[src/rtl/rotate_read_engine.sv]
// Streams a stored W x H frame out of SRAM rotated by 0/90/180/270 degrees CCW.
// Reads are credit-limited so a fixed-depth output FIFO absorbs any sink backpressure.
module rotate_read_engine #(
   parameter int unsigned W          = 256,
   parameter int unsigned H          = 256,
   parameter int unsigned DW         = 24,
   parameter int unsigned AW         = 20,
   parameter int unsigned RD_LAT     = 1,
   parameter int unsigned FIFO_DEPTH = 4
) (
   input  logic          Clk_in,
   input  logic          Reset,
   input  logic          start,
   input  logic [1:0]    mode,
   output logic          busy,
   output logic          read_finish,
   output logic          SRAM_EN_r,
   output logic          SRAM_WE_r,
   output logic [AW-1:0] SRAM_Addr_r,
   input  logic [DW-1:0] SRAM_Dout,
   output logic          out_valid,
   input  logic          out_ready,
   output logic [DW-1:0] out_data,
   output logic          out_frame_start,
   output logic          out_line_end,
   output logic          out_frame_end
);
   localparam int unsigned CW = 13;
   localparam int unsigned PW = (FIFO_DEPTH > 1) ? $clog2(FIFO_DEPTH) : 1;
   localparam int unsigned NW = $clog2(FIFO_DEPTH + 1);
   localparam logic [CW-1:0] WM1 = CW'(W - 1);
   localparam logic [CW-1:0] HM1 = CW'(H - 1);

   typedef enum logic [1:0] {StIdle, StIssue, StDrain} state_e;
   state_e state_q, state_d;

   logic [1:0]    mode_q;
   logic [CW-1:0] r_q, c_q, wo_m1, ho_m1, sr, sc;
   logic [AW-1:0] addr_d, addr_q;
   logic [2:0]    tag_d, tag_q;   // {frame_start, line_end, frame_end}
   logic          en_q;
   logic [RD_LAT-1:0] pipe_v_q;
   logic [2:0]    pipe_t_q [RD_LAT];
   logic [NW-1:0] fifo_cnt_q, inflight_q;
   logic [PW-1:0] wr_ptr_q, rd_ptr_q;
   logic [DW+2:0] mem_q [FIFO_DEPTH];
   logic [DW+2:0] head;
   logic [31:0]   occupancy;
   logic          issue, credit, push, pop, row_end, last_req, drained;

   function automatic logic [PW-1:0] ptr_inc(input logic [PW-1:0] p);
      return (p == PW'(FIFO_DEPTH - 1)) ? '0 : p + PW'(1);
   endfunction

   assign wo_m1    = mode_q[0] ? HM1 : WM1;
   assign ho_m1    = mode_q[0] ? WM1 : HM1;
   assign row_end  = (c_q == wo_m1);
   assign last_req = row_end && (r_q == ho_m1);
   assign tag_d    = {(r_q == '0) && (c_q == '0), row_end, last_req};

   always_comb begin
      sr = r_q;
      sc = c_q;
      unique case (mode_q)
         2'd0: begin sr = r_q;       sc = c_q;       end
         2'd1: begin sr = c_q;       sc = WM1 - r_q; end
         2'd2: begin sr = HM1 - r_q; sc = WM1 - c_q; end
         default: begin sr = HM1 - c_q; sc = r_q;    end
      endcase
      // Modular arithmetic: truncating operands first gives the same AW-bit result.
      addr_d = AW'(sr) * AW'(W) + AW'(sc);
   end

   assign pop     = out_valid && out_ready;
   assign push    = pipe_v_q[RD_LAT-1];
   // A slot freed by this cycle's pop is reusable immediately.
   assign occupancy = 32'(fifo_cnt_q) + 32'(inflight_q) - 32'(pop);
   assign credit  = (occupancy < FIFO_DEPTH);
   assign drained = (inflight_q == '0) && (fifo_cnt_q == '0);

   always_ff @(posedge Clk_in) begin
      if (Reset) state_q <= StIdle;
      else       state_q <= state_d;
   end

   always_comb begin
      state_d = state_q;
      case (state_q)
         StIdle:  if (start) state_d = StIssue;
         StIssue: if (credit && last_req) state_d = StDrain;
         StDrain: if (drained) state_d = StIdle;
         default: state_d = StIdle;
      endcase
   end

   always_comb begin
      issue       = 1'b0;
      busy        = 1'b0;
      read_finish = 1'b0;
      case (state_q)
         StIssue: begin
            busy  = 1'b1;
            issue = credit;
         end
         StDrain: begin
            busy        = !drained;
            read_finish = drained;
         end
         default: ;
      endcase
   end

   always_ff @(posedge Clk_in) begin
      if (Reset) begin
         mode_q <= '0;
         r_q    <= '0;
         c_q    <= '0;
         en_q   <= 1'b0;
         addr_q <= '0;
         tag_q  <= '0;
      end else begin
         en_q <= issue;
         if (state_q == StIdle && start) begin
            mode_q <= mode;
            r_q    <= '0;
            c_q    <= '0;
         end
         if (issue) begin
            addr_q <= addr_d;
            tag_q  <= tag_d;
            if (row_end) begin
               c_q <= '0;
               r_q <= r_q + CW'(1);
            end else begin
               c_q <= c_q + CW'(1);
            end
         end
      end
   end

   assign SRAM_EN_r   = en_q;
   assign SRAM_WE_r   = 1'b0;
   assign SRAM_Addr_r = addr_q;

   // Read-latency shadow pipe; clearing it on reset discards returning stale data.
   always_ff @(posedge Clk_in) begin
      if (Reset) begin
         pipe_v_q <= '0;
      end else begin
         pipe_v_q[0] <= en_q;
         for (int k = 1; k < RD_LAT; k++) pipe_v_q[k] <= pipe_v_q[k-1];
      end
   end

   always_ff @(posedge Clk_in) begin
      pipe_t_q[0] <= tag_q;
      for (int k = 1; k < RD_LAT; k++) pipe_t_q[k] <= pipe_t_q[k-1];
   end

   always_ff @(posedge Clk_in) begin
      if (Reset) begin
         wr_ptr_q   <= '0;
         rd_ptr_q   <= '0;
         fifo_cnt_q <= '0;
         inflight_q <= '0;
      end else begin
         if (push) wr_ptr_q <= ptr_inc(wr_ptr_q);
         if (pop)  rd_ptr_q <= ptr_inc(rd_ptr_q);
         fifo_cnt_q <= fifo_cnt_q + NW'(push) - NW'(pop);
         inflight_q <= inflight_q + NW'(issue) - NW'(push);
      end
   end

   always_ff @(posedge Clk_in) begin
      if (push) mem_q[wr_ptr_q] <= {pipe_t_q[RD_LAT-1], SRAM_Dout};
   end

   assign head      = mem_q[rd_ptr_q];
   assign out_valid = (fifo_cnt_q != '0);
   assign out_data  = out_valid ? head[DW-1:0] : '0;
   assign {out_frame_start, out_line_end, out_frame_end} = out_valid ? head[DW+2:DW] : 3'b000;

endmodule

[config.mk]
export PLATFORM = sky130hd
export DESIGN_NAME = rotate_read_engine
export DESIGN_NICKNAME = d
export VERILOG_FILES = /design/src/rtl/rotate_read_engine.sv
export SDC_FILE = /design/constraint.sdc
export NUM_CORES = 1
export LEC_CHECK = 0
export ABC_CLOCK_PERIOD_IN_PS = 4900
export CAP_MARGIN = 20
export CORE_ASPECT_RATIO = 1.75
export CORE_UTILIZATION = 57
export CTS_CLUSTER_SIZE = 16
export DETAILED_ROUTE_END_ITERATION = 8
export PLACE_DENSITY = 0.85
export SYNTH_ARGS = -nofsm -noshare
export SYNTH_HDL_FRONTEND = slang
export SYNTH_SLANG_ARGS = --single-unit
[constraint.sdc]
create_clock -name Clk_in -period 4.9 [get_ports Clk_in]
set_clock_uncertainty 0.2 [all_clocks]
set_input_delay 1.225 -clock Clk_in [delete_from_list [all_inputs] [get_ports Clk_in]]
set_output_delay 1.225 -clock Clk_in [all_outputs]
set_load 0.01 [all_outputs]
==> results.txt, run 1 <==
area of the multi-input gates: 3460 um2
core area: 14400 um2
most used cell along the critical path: a31oi_1
final setup fails: 0
Routed Antenna Nets: 0
final WL: 19900 um
RSZ-0062 raised after global routing: false
predominant post-synthesis flop cell: edfxtp_1
H-Tree Depth: 4
synth warn: 0
share of post-route cells with drive strength above 1: 11.6%
number of enable flip-flop cells after synthesis: 108
total of flip-flops plus latches after synthesis: 178
met1 usage: 31.0%
startpoint type of the worst setup path: input port
drc violations: 0
M3 GR Usage: 5.74%
Critical Path RT: 5.05 ns
kind of critical path: in2reg
Critical R2R Launch: fifo_cnt_q[0]
minimum clock period: 4.42 ns
hold_buf cts: 0
maxcap violations: 0
Fin. Hold Viols: 0
top cells by area, synth: edfxtp_1, dfxtp_1, mux4_2, ha_1, xnor2_1
fmax: 226 MHz
Min-Delay Path Class: reg2reg
endpoint class of the critical path: flip-flop
area leader, netlist: edfxtp_1
Crit Path Max Fanout: 11
Syn-to-layout area delta: 18.3%
CP max-delay cell: nor3_1
post-synthesis sequential area ratio: 55.2%
Layout Nets: 841
fill count: 985
Endpoint, Worst Hold: pipe_t_q[0][1]
Initial Util: 58.6%
Max VDD drop: 0.000241 V
FF/Latch Area: 4650 um2
Initial DRT Pass Iterations: 5
CTS tree: yes
die span in x: 93.9 um
crit-path leading delay family: simple AND/OR/NAND/NOR gates
total die area: 15300 um2
Synth top area share: 38.5%
Hold Path Origin: tag_q[1]
library cells used by synthesis: 61
synthesized area per cell: 11.9 um2
Post-CTS Resized: 0
largest net degree at the start of global routing: 54
CP bufs+invs: 3
max-slew violation count: 0
Hold Path Depth: 0
first-pass GRT wire length: 31600 um
Via Count: 5949
vias per cell: 6.13
WP data arrival: 4.57 ns
total track usage: 27.6%
Least-Margin Pin Slew: 0.995 ns
fin crit share: 90.2%
vias in the first global route: 5995
register-to-register setup slack: 0.91 ns
CTS Sinks: 178
Mapped Cells: 708
WL/cell: 20.5 um
Final GP Congestion: 0.938
Die Ht: 163 um
hpwl dp: 13900 um
slew margin rel.: 33.1%
status: completed
M2 GR Usage: 48.2%
pwr dens: 446 nW/um2
ys async rst share: 0%
root buffer cell: clkbuf_16
post-layout total power: 4440 uW
total grt overflow: 0
leakage: 0.00339 uW
number of CTS-inserted buffers: 17
Synth Cell Area: 8420 um2
gr busiest metal: met2
initial antenna violation count: 0
Cell Rows: 58
Starting DRT DRC Count: 549
CP peak stage delay: 0.80 ns
worst reg2reg path endpoint: c_q[6]
Mapped Nets: 772
port bufs: 80
Post-CTS Setup Bufs: 0
Worst-path clk slew: 0.07 ns
Longest Clk Path Bufs: 2
R2R cell count: 12
clock latency on the worst-skew pair: 0.42 ns
CP startpoint: out_ready
TNS Setup: 0 ns
IO Count: 82
ant diodes: 0
cells along the critical path: clkdlybuf4s50_1 > nand2_1 > or2_2 > ha_1 > a31oi_1 > mux2_2 > inv_2 > buf_4 > nor3_1 > o21ai_0 > a31oi_1
[worst reg2reg max path: cells and delay by family (launching register included)]
kind            cells  cell delay [ns]
simple gates        4             1.52
compound gates      3             0.76
fa+ha+maj           1             0.27
mux                 1             0.23
flops               1             0.43
buf+inv             3             0.51
[area by class of cell]
class | instances | share of cell area, %
sequential | 178 | 46.6
multi-input combinational | 451 | 34.7
timing repair buffer | 96 | 9.25
clock buffer | 18 | 4.31
tap | 180 | 2.26
clock inverter | 14 | 1.58
inverter | 33 | 1.24
[flip-flops by register name, indices dropped and copies added, names as in the netlist, named ones only]
name	cells
inflight_q	3
SRAM_Addr_r	20
pipe_v_q	1
SRAM_EN_r	1
rd_ptr_q	2
wr_ptr_q	2
mode_q	2
state_q	2
tag_q	3
mem_q	108
fifo_cnt_q	3
pipe_t_q	3
r_q	13
c_q	13
[cell usage in the layout (no fill, tap or decap), drive strengths merged, types with 15 or more instances in the layout]
master,netlist,routed
inv,33,42
and2,34,34
buf,13,16
o21ai,19,19
clkdlybuf4s50,0,80
nand3,27,27
xnor2,27,27
edfxtp,108,108
clkbuf,33,18
a21oi,39,39
mux4,32,32
nor2,56,56
nand2,47,47
dfxtp,70,70
a211oi,15,15
ha,31,31
[cells by family after synthesis]
family / synth area share, %
and+or+nand+nor: 13.7
xor gates and xnor gates: 3.43
muxes: 10.3
buffers and inverters: 3.77
other: 0.0445
AOI/OAI and AO/OA: 8.28
adders and majority gates: 5.32
DFF: 55.2
[metal layers]
layer | wire length (um) | vias up
met5 | 0 | -
met4 | 883 | 0
met3 | 1200 | 66
met2 | 10700 | 264
met1 | 7190 | 2901
li1 | - | 2718
[stage by stage]
step | worst slack [ns] | std cells | util, % | area [um2] | hold slack [ns]
floorplan | 0.432 | 708 | - | 8420 | 0.131
global placement | 0.347 | 938 | 65.2 | 9370 | 0.138
detailed placement | 0.0816 | 938 | 65.2 | 9370 | 0.141
CTS | 0.460 | 970 | 69.3 | 9960 | 0.155
global route | 0.135 | 970 | 69.3 | 9960 | 0.165
finish | 0.481 | 970 | 69.3 | 9960 | 0.160
[worst max-delay path by stage]
stage	end	slack [ns]	cells after the start
floorplan	inflight_q[1]	0.43	13
global route	c_q[6]	0.13	11
finish	c_q[6]	0.48	11
CTS	c_q[6]	0.46	11
global placement	c_q[6]	0.35	11
detailed placement	c_q[6]	0.08	11
[Yosys cell counts, types with 15 or more instances]
library cell,n
o21ai_0,19
a211oi_1,15
dfxtp_1,70
nor2_1,56
inv_1,32
edfxtp_1,108
and2_1,34
nand2_1,47
xnor2_1,27
ha_1,31
nand3_1,26
mux4_2,32
clkbuf_1,31
a21oi_1,39
[report_power, final]
part | internal (uW) | total (uW) | switching, uW
Sequential | 1700 | 1800 | 102
Combinational | 667 | 1310 | 641
Clock | 688 | 1330 | 643
No activity file was read; power rests on OpenSTA's default activity.
==> run 2, diff against run 1 <==
CTS_CLUSTER_SIZE = default   (was 16)
SLEW_MARGIN = 20   (was default)
==> results of run 2 <==
No change in the layout: final DEF, timing and power equal those of run 1.
